**config.mk**
```make
export PLATFORM = sky130hd
export DESIGN_NAME = alu_arbiter
export DESIGN_NICKNAME = d
export VERILOG_FILES = /design/src/rtl/alu_arbiter.sv
export SDC_FILE = /design/constraint.sdc
export NUM_CORES = 1
export LEC_CHECK = 0
export CAP_MARGIN = 20
export CORE_AREA = 4 4 133 135
export DETAILED_ROUTE_END_ITERATION = 12
export DIE_AREA = 0 0 137 139
export HOLD_SLACK_MARGIN = 0.03
export PLACE_DENSITY = 0.72
export SYNTH_ARGS = -nofsm -noshare
export SYNTH_HDL_FRONTEND = slang
export SYNTH_SLANG_ARGS = --single-unit
```
**constraint.sdc**
```tcl
create_clock -name clk -period 3.6 [get_ports clk]
set_input_delay 1.08 -clock clk [delete_from_list [all_inputs] [get_ports clk]]
set_output_delay 1.08 -clock clk [all_outputs]
set_load 0.05 [all_outputs]
```
**src/rtl/alu_arbiter.sv**
```systemverilog
// Round-robin arbiter sharing one combinational ALU between two requesters,
// with a one-entry result buffer per requester.
module alu_arbiter #(
  parameter int DATA_WIDTH = 32,
  parameter int OP_WIDTH   = 6,
  parameter int CNT_WIDTH  = 16
) (
  input  logic                  clk,
  input  logic                  rst,
  input  logic                  req0_valid,
  output logic                  req0_ready,
  input  logic [DATA_WIDTH-1:0] req0_a,
  input  logic [DATA_WIDTH-1:0] req0_b,
  input  logic [OP_WIDTH-1:0]   req0_op,
  input  logic                  req1_valid,
  output logic                  req1_ready,
  input  logic [DATA_WIDTH-1:0] req1_a,
  input  logic [DATA_WIDTH-1:0] req1_b,
  input  logic [OP_WIDTH-1:0]   req1_op,
  output logic                  rsp0_valid,
  input  logic                  rsp0_ready,
  output logic [DATA_WIDTH-1:0] rsp0_result,
  output logic                  rsp0_zero,
  output logic                  rsp1_valid,
  input  logic                  rsp1_ready,
  output logic [DATA_WIDTH-1:0] rsp1_result,
  output logic                  rsp1_zero,
  output logic [DATA_WIDTH-1:0] alu_a,
  output logic [DATA_WIDTH-1:0] alu_b,
  output logic [OP_WIDTH-1:0]   alu_control,
  input  logic [DATA_WIDTH-1:0] alu_result,
  input  logic                  alu_zero,
  output logic [CNT_WIDTH-1:0]  grant0_cnt,
  output logic [CNT_WIDTH-1:0]  grant1_cnt
);

  localparam logic [CNT_WIDTH-1:0] CNT_ONE =
    {{(CNT_WIDTH-1){1'b0}}, 1'b1};

  logic                  rsp0_valid_q, rsp0_valid_d;
  logic                  rsp1_valid_q, rsp1_valid_d;
  logic [DATA_WIDTH-1:0] rsp0_result_q, rsp0_result_d;
  logic [DATA_WIDTH-1:0] rsp1_result_q, rsp1_result_d;
  logic                  rsp0_zero_q, rsp0_zero_d;
  logic                  rsp1_zero_q, rsp1_zero_d;
  logic [CNT_WIDTH-1:0]  cnt0_q, cnt0_d;
  logic [CNT_WIDTH-1:0]  cnt1_q, cnt1_d;
  logic                  last_q, last_d;

  logic elig0, elig1;
  logic grant0, grant1;

  // A full buffer that drains this cycle can take a new result.
  assign elig0 = req0_valid & (~rsp0_valid_q | rsp0_ready);
  assign elig1 = req1_valid & (~rsp1_valid_q | rsp1_ready);

  always_comb begin
    grant0 = 1'b0;
    grant1 = 1'b0;
    unique case (1'b1)
      (elig0 & elig1): begin
        grant0 = last_q;
        grant1 = ~last_q;
      end
      (elig0 & ~elig1): grant0 = 1'b1;
      (elig1 & ~elig0): grant1 = 1'b1;
      default: ;
    endcase
  end

  assign req0_ready = grant0;
  assign req1_ready = grant1;

  always_comb begin
    alu_a       = '0;
    alu_b       = '0;
    alu_control = '0;
    unique case (1'b1)
      grant0: begin
        alu_a       = req0_a;
        alu_b       = req0_b;
        alu_control = req0_op;
      end
      grant1: begin
        alu_a       = req1_a;
        alu_b       = req1_b;
        alu_control = req1_op;
      end
      default: ;
    endcase
  end

  always_comb begin
    rsp0_valid_d  = rsp0_valid_q;
    rsp0_result_d = rsp0_result_q;
    rsp0_zero_d   = rsp0_zero_q;
    rsp1_valid_d  = rsp1_valid_q;
    rsp1_result_d = rsp1_result_q;
    rsp1_zero_d   = rsp1_zero_q;
    cnt0_d        = cnt0_q;
    cnt1_d        = cnt1_q;
    last_d        = last_q;
    if (grant0) begin
      rsp0_valid_d  = 1'b1;
      rsp0_result_d = alu_result;
      rsp0_zero_d   = alu_zero;
      cnt0_d        = cnt0_q + CNT_ONE;
      last_d        = 1'b0;
    end else if (rsp0_valid_q & rsp0_ready) begin
      rsp0_valid_d = 1'b0;
    end
    if (grant1) begin
      rsp1_valid_d  = 1'b1;
      rsp1_result_d = alu_result;
      rsp1_zero_d   = alu_zero;
      cnt1_d        = cnt1_q + CNT_ONE;
      last_d        = 1'b1;
    end else if (rsp1_valid_q & rsp1_ready) begin
      rsp1_valid_d = 1'b0;
    end
  end

  always_ff @(posedge clk or posedge rst) begin
    if (rst) begin
      rsp0_valid_q  <= 1'b0;
      rsp0_result_q <= '0;
      rsp0_zero_q   <= 1'b0;
      rsp1_valid_q  <= 1'b0;
      rsp1_result_q <= '0;
      rsp1_zero_q   <= 1'b0;
      cnt0_q        <= '0;
      cnt1_q        <= '0;
      last_q        <= 1'b1;
    end else begin
      rsp0_valid_q  <= rsp0_valid_d;
      rsp0_result_q <= rsp0_result_d;
      rsp0_zero_q   <= rsp0_zero_d;
      rsp1_valid_q  <= rsp1_valid_d;
      rsp1_result_q <= rsp1_result_d;
      rsp1_zero_q   <= rsp1_zero_d;
      cnt0_q        <= cnt0_d;
      cnt1_q        <= cnt1_d;
      last_q        <= last_d;
    end
  end

  assign rsp0_valid  = rsp0_valid_q;
  assign rsp0_result = rsp0_result_q;
  assign rsp0_zero   = rsp0_zero_q;
  assign rsp1_valid  = rsp1_valid_q;
  assign rsp1_result = rsp1_result_q;
  assign rsp1_zero   = rsp1_zero_q;
  assign grant0_cnt  = cnt0_q;
  assign grant1_cnt  = cnt1_q;

endmodule

```
==> results of run 1 <==
tightest hold or removal path, cell delays in order (launching register included):
cell and delay, ns:
dfrtp_1 0.34, nand2_1 0.05, nand2_1 0.05
worst max-delay path by stage:
stage                     startpoint        end  slack [ns]
after CTS                 rsp1_ready   alu_a[9]       -0.02
final                     rsp1_ready   alu_b[7]      -0.008
after global placement    rsp1_ready   alu_a[8]       -0.36
after detailed placement  rsp1_ready  alu_a[23]       -0.40
after global routing      rsp1_ready  alu_b[29]       -0.06
after floorplan           rsp0_ready   alu_a[0]        0.08
timing repair:
| action | 4_1_cts | 5_1_grt |
|---|---|---|
| setup buffers | 12 | 4 |
| cloned | 1 | 2 |
| pin swaps | 6 | 4 |
| endpoints found under the setup margin | 71 | 68 |
| resized for setup | 56 | 40 |
registers in the layout (all words and copies together), names as in the netlist:
name	cells
rsp0_zero	1
grant0_cnt	16
rsp1_result	32
rsp1_zero	1
grant1_cnt	16
rsp0_result	32
rsp1_valid	1
rsp0_valid	1
last_q	1
cell type report:
cell class	instances	area (um^2)
Antenna cell	3	7.507
Clock inverter	5	81.33
Multi-Input combinational cell	301	2186
Clock buffer	11	242.7
Inverter	6	31.28
Timing Repair Buffer	389	4053
Tap cell	220	275.3
Sequential cell	101	2529
Fill cell	1427	7061
cell families (layout without fill, tap and decap cells):
kind of cell    count (synthesis)  in the layout  synth area share, %
compound gates                 74             74                14.16
xor+xnor                       30             30                5.569
fa+ha+maj                       2              2               0.5303
buf+inv                        34            411                3.103
flops                         101            101                53.59
mux                            34             34                8.115
other cells                     0              3                    0
simple gates                  161            161                14.93
power by group through the flow:
stage                     Clock (mW)  Combinational (mW)  Sequential, mW
after floorplan                    0                1.00            2.57
after global placement             0                3.13            1.64
after detailed placement           0                3.14            1.64
after CTS                       1.08                3.25            1.63
after global routing            1.13                3.45            1.67
final                           1.06                3.32            1.62
cell usage after synthesis:
cell type  instances
buf_2             15
dfstp_2            1
xor2_1            15
xnor2_1           15
o31ai_1            1
inv_1              5
mux2_2            34
and2_1             1
ha_1               2
nor4b_1            1
o311ai_2           1
dfrtp_1          100
nand2b_1           1
and2b_1            1
nand3_1            9
nor2_1             2
inv_2              1
nand4_1           11
or2_2              1
clkbuf_1          11
and3_1             4
a22o_1            70
a2111o_1           1
buf_1              2
nor3_1             6
nor4_1             7
a211oi_4           1
nand2_1          115
and4_1             2
stage by stage:
stage                     setup TNS [ns]  hold WS [ns]  std cells
final                           -0.03139        0.4741       1036
after detailed placement          -25.97        0.4623       1000
after global placement            -23.77        0.4568       1000
after global routing              -1.018        0.4931       1033
after CTS                       -0.01863        0.4788       1027
after floorplan                        0        0.4716        436
cells in the final DEF, fill, tap and decap left out, types with 2 or more instances in the layout:
master and instances:
inv_1 3, and4_1 2, a22o_1 33, dfrtp_1 100
mux2_2 34, clkbuf_16 11, nand4_1 11, a22o_4 10
clkdlybuf4s15_1 3, nor3_1 6, clkinvlp_4 2, nand3_1 9
clkdlybuf4s50_1 274, ha_1 2, diode_2 3, a22o_2 27
xnor2_1 15, bufinv_16 2, buf_12 10, buf_8 12
and3_1 4, nor4_1 7, buf_4 42, nand2_1 115
xor2_1 15, buf_6 45, nor2_1 2
routing by layer:
| layer | part of all wire, % | vias to the layer above | global-route usage [%] |
|---|---|---|---|
| met5 | 0.20 | - | 0 |
| met4 | 1.7 | 6 | 4.989 |
| met3 | 12 | 38 | 10.85 |
| met2 | 45 | 218 | 31.81 |
| met1 | 41 | 2331 | 25.92 |
| li1 | - | 2305 | - |
==> results_dict.tcl, run 1 <==
set metrics [dict create \
    peakVddDrop_uv 388.7 \
    path_cells "buf_6 -> and2b_2 -> o311ai_4 -> clkinv_4 -> buf_12 -> clkbuf_16 -> a22o_1 -> buf_6" \
    die_h_um 139 \
    vias_per_cell 4.728 \
    yosysWarnings 0 \
    synth_seq_cells 101 \
    vias 4898 \
    grt_pass1_wl_um 30280 \
    min_from "rsp0_result[20]" \
    synth_area_um2 4718 \
    root_buffer "clkbuf_16" \
    hold_end "rsp0_result[20]" \
    dpl-instance-area_um2 8532 \
    reg2reg_slack_ns 1.24 \
    p_comb_share_pct 55.3 \
    hold_class "flop to flop" \
    avgSynthCellArea_um2 10.82 \
    synth_area_leader_cell "dfrtp_1" \
    drt-initial-drc-count 184 \
    initial_core_util_pct 28.66 \
    dpl_worst_slack_ns -0.3980 \
    area.growth.synth_to_final_pct 99.34 \
    clock_latency_ns 0.34 \
    status "finished with violations" \
    cts_tree "yes" \
    io_buffers 350 \
    cts-buffers-inserted 9 \
    ios 351 \
    post_drt_wl_per_cell_um 20.11 \
    yosysUniqueCellTypes 29 \
    min_path_cells 2 \
    final-hold-violation-count 0 \
    power.density_nw_per_um2 637.8 \
    critPathBufInv 5 \
    fin_crit_ns 3.608 \
    slew_headroom_pct 61.76 \
    crit_top_cell "buf_6" \
    swShare_pct 44.86 \
    grtUsageTotal_pct 20.76 \
    p_int_mw 3.308 \
    hpwl_um 15760 \
    dr.pass1.iters 4 \
    drv_slew 0 \
    worst_pin_slew_ns 0.5718 \
    clk_path_buf_depth 2 \
    r2r-end "rsp1_result[3]" \
    power_switching_mw 2.691 \
    grt_max_degree 102 \
    cp.required_ns 2.52 \
    grt_overflow_total 0 \
    arrival_ns 2.53 \
    yosys-top-cells-area "dfrtp_1 (53%), a22o_1 (13%), nand2_1 (9.1%)" \
    htree_levels 3 \
    design_area_um2 9405 \
    cp_max_fo 12 \
    violations "setup timing" \
    cts_sinks 101 \
    setup_viol 7 \
    wl_um 20840 \
    r2r_start "rsp1_valid" \
    skew_ns 0.006970 \
    fmax_mhz 277.1 \
    die-area_um2 19040 \
    slowest_stage "o311ai_4" \
    p_seq_share_pct 27.1 \
    hold_buffers 0 \
    worst_setup_path_end_kind "output port" \
    netlist_instances 436 \
    power_mw 5.999 \
    cp_num_cells 8 \
    worstRegToRegCells 8 \
    synth_top_area_share_pct 53.04 \
    nets 989 \
    setup_ws_ns -0.008451 \
    syn-num-nets 617 \
    ys_seq_area_share_pct 53.59 \
    drive_above_1_share_pct 25.58 \
    die_w_um 137 \
    max_stage_delay_ns 0.33 \
    fp.coreArea_um2 16470 \
    finish.utilization_pct 57.12 \
    ant_nets 0 \
    p_leak_nw 4.166 \
    crit_type "input pin to output port" \
    power_frac_clock_pct 17.6 \
    rows 47 \
    gp_congestion 0.8908 \
    max-cap-violations 0 \
    drc 0 \
    critPathLaunchType "input pin" \
    clkTransAtPathRegs_ns 0.07 \
    rsz0062_at_grt "yes" \
    grt_pass1_vias 5025 \
    grt_antenna_before_repair 4 \
    path_delay_family "buffers and inverters" \
    fin_crit_sh_pct 100.2 \
]
Note: power is estimated with default switching activity, not from simulation.
==> run 2: changes to the inputs <==
==> constraint.sdc (replaced) <==
create_clock -name clk -period 3.6 [get_ports clk]
set_input_delay 0.54 -clock clk [delete_from_list [all_inputs] [get_ports clk]]
set_output_delay 0.54 -clock clk [all_outputs]
set_load 0.05 [all_outputs]
==> results_dict.tcl, run 2 (synthesis results as in run 1) <==
set metrics [dict create \
    status "finished, final reports clean" \
    drive_above_1_share_pct 17.16 \
    postCtsSetupRepairBufs 0 \
    cp.required_ns 3.06 \
    path_cells "clkdlybuf4s50_1 -> and2b_1 -> o311ai_4 -> clkinv_2 -> buf_12 -> a22o_1 -> buf_4" \
    worst_setup_path_end_kind "output port" \
    area.growth.synth_to_final_pct 83.37 \
    root_buffer "clkbuf_16" \
    clkTransAtPathRegs_ns 0.07 \
    io_buffers 350 \
    dr.pass1.iters 4 \
    hpwl_um 16660 \
    vias 4717 \
    fp.coreArea_um2 16470 \
    post_drt_wl_per_cell_um 20.61 \
    hold_end "rsp0_result[15]" \
    critPathLaunchType "input pin" \
    dp_cells 985 \
    p_leak_nw 3.826 \
    final-hold-violation-count 0 \
    initial_core_util_pct 28.66 \
    fill_cells 1474 \
    hold_class "flop to flop" \
    power_switching_mw 2.639 \
    grt_max_degree 78 \
    grtUsageTotal_pct 21.16 \
    p_seq_share_pct 28.6 \
    swShare_pct 46.51 \
    setup_viol 0 \
    clock_latency_ns 0.34 \
    drt-initial-drc-count 166 \
    r2r-end "rsp1_result[0]" \
    crit_type "input pin to output port" \
    htree_levels 3 \
    die-area_um2 19040 \
    max-cap-violations 0 \
    hold_buffers 0 \
    wl_um 20690 \
    power.density_nw_per_um2 655.9 \
    grt_pass1_vias 4743 \
    cts_tree "yes" \
    crit_start "rsp1_ready" \
    grt_pass1_wl_um 30100 \
    slew_headroom_pct 57.47 \
    fin_crit_sh_pct 88.01 \
    worstRegToRegCells 5 \
    ff_latch_area_um2 2529 \
    cts-buffers-inserted 9 \
    cp_max_fo 70 \
    rsz0062_at_grt "no" \
    cts_resized 0 \
    drc 0 \
    reg2reg_slack_ns 1.42 \
    layout_common_cells "clkdlybuf4s50_1 (278), nand2_1 (115), dfrtp_1 (100), buf_4 (72), a22o_1 (70)" \
    fmax_mhz 315.6 \
    p_int_mw 3.035 \
    r2r_start "rsp1_valid" \
    cts_sinks 101 \
    finalSetupTns_ns 0 \
    nets 957 \
    power_frac_clock_pct 17.1 \
    clk_path_buf_depth 2 \
    grt_overflow_total 0 \
    ant_nets 0 \
    peakVddDrop_uv 379.1 \
    vias_per_cell 4.698 \
    skew_ns 0.006394 \
    grt_antenna_before_repair 10 \
    min_from "rsp0_result[15]" \
    ios 351 \
    rows 47 \
    min_path_cells 2 \
    worst_pin_slew_ns 0.6379 \
    fin_crit_ns 3.168 \
    gp_congestion 0.9479 \
    drv_slew 0 \
    die_h_um 139 \
    slowest_stage "clkdlybuf4s50_1" \
    p_comb_share_pct 54.2 \
    die_w_um 137 \
    max_stage_delay_ns 0.45 \
    arrival_ns 2.63 \
    multi_input_area_um2 2053 \
    final_common_cell "clkdlybuf4s50_1" \
    layout.cells.non_filler 1004 \
]
[run 2: power groups by stage]
stage | Combinational (mW) | Clock, mW | Sequential [mW]
floorplan | 0.987 | 0 | 2.57
global placement | 3.09 | 0 | 1.64
detailed placement | 3.10 | 0 | 1.64
CTS | 3.11 | 1.01 | 1.63
global route | 3.21 | 1.06 | 1.67
finish | 3.08 | 0.973 | 1.62
[run 2: routing by layer]
layer,GRT usage [%],up-vias,part of all wire (%)
met4,3.099,18,0.84
li1,-,2231,-
met2,33.13,204,46
met1,26.27,2233,40
met5,0,-,0.56
met3,11.65,31,13
[run 2: worst max-delay path by stage]
stage / end / slack [ns] / cells past startpoint
2_1_floorplan: grant0_cnt[0] / 0.41 / 1
3_3_place_gp: alu_b[22] / 0.46 / 7
3_5_place_dp: alu_b[12] / 0.45 / 7
4_1_cts: alu_b[12] / 0.42 / 7
5_1_grt: alu_b[12] / 0.34 / 7
6_report: alu_b[22] / 0.43 / 7
[run 2: through the flow]
stage          power [mW]  util (%)  worst slack (ns)  hold WS [ns]  cell area, um^2
3_3_place_gp        4.726     50.69            0.4590        0.4574             8347
4_1_cts             5.741     52.50            0.4181        0.4784             8645
5_1_grt             5.935     52.50            0.3427        0.4898             8645
3_5_place_dp        4.747     50.69            0.4455        0.4609             8347
6_report            5.675     52.55            0.4317        0.4735             8652
2_1_floorplan       3.555         -            0.4145        0.4716             4718
[run 2: worst max-delay path: cells and delay by family]
kind,cells,cell delay (ns)
buf+inv,4,1.19
compound gates,2,0.58
simple gates,1,0.27
[run 2: cell type report]
| cell class | instances | share of cell area (%) |
|---|---|---|
| multi-input combinational | 301 | 23.73 |
| clock inverter | 6 | 0.7954 |
| sequential | 101 | 29.23 |
| antenna | 3 | 0.08677 |
| inverter | 6 | 0.3037 |
| tap | 220 | 3.181 |
| timing repair buffer | 357 | 40.03 |
| clock buffer | 10 | 2.646 |
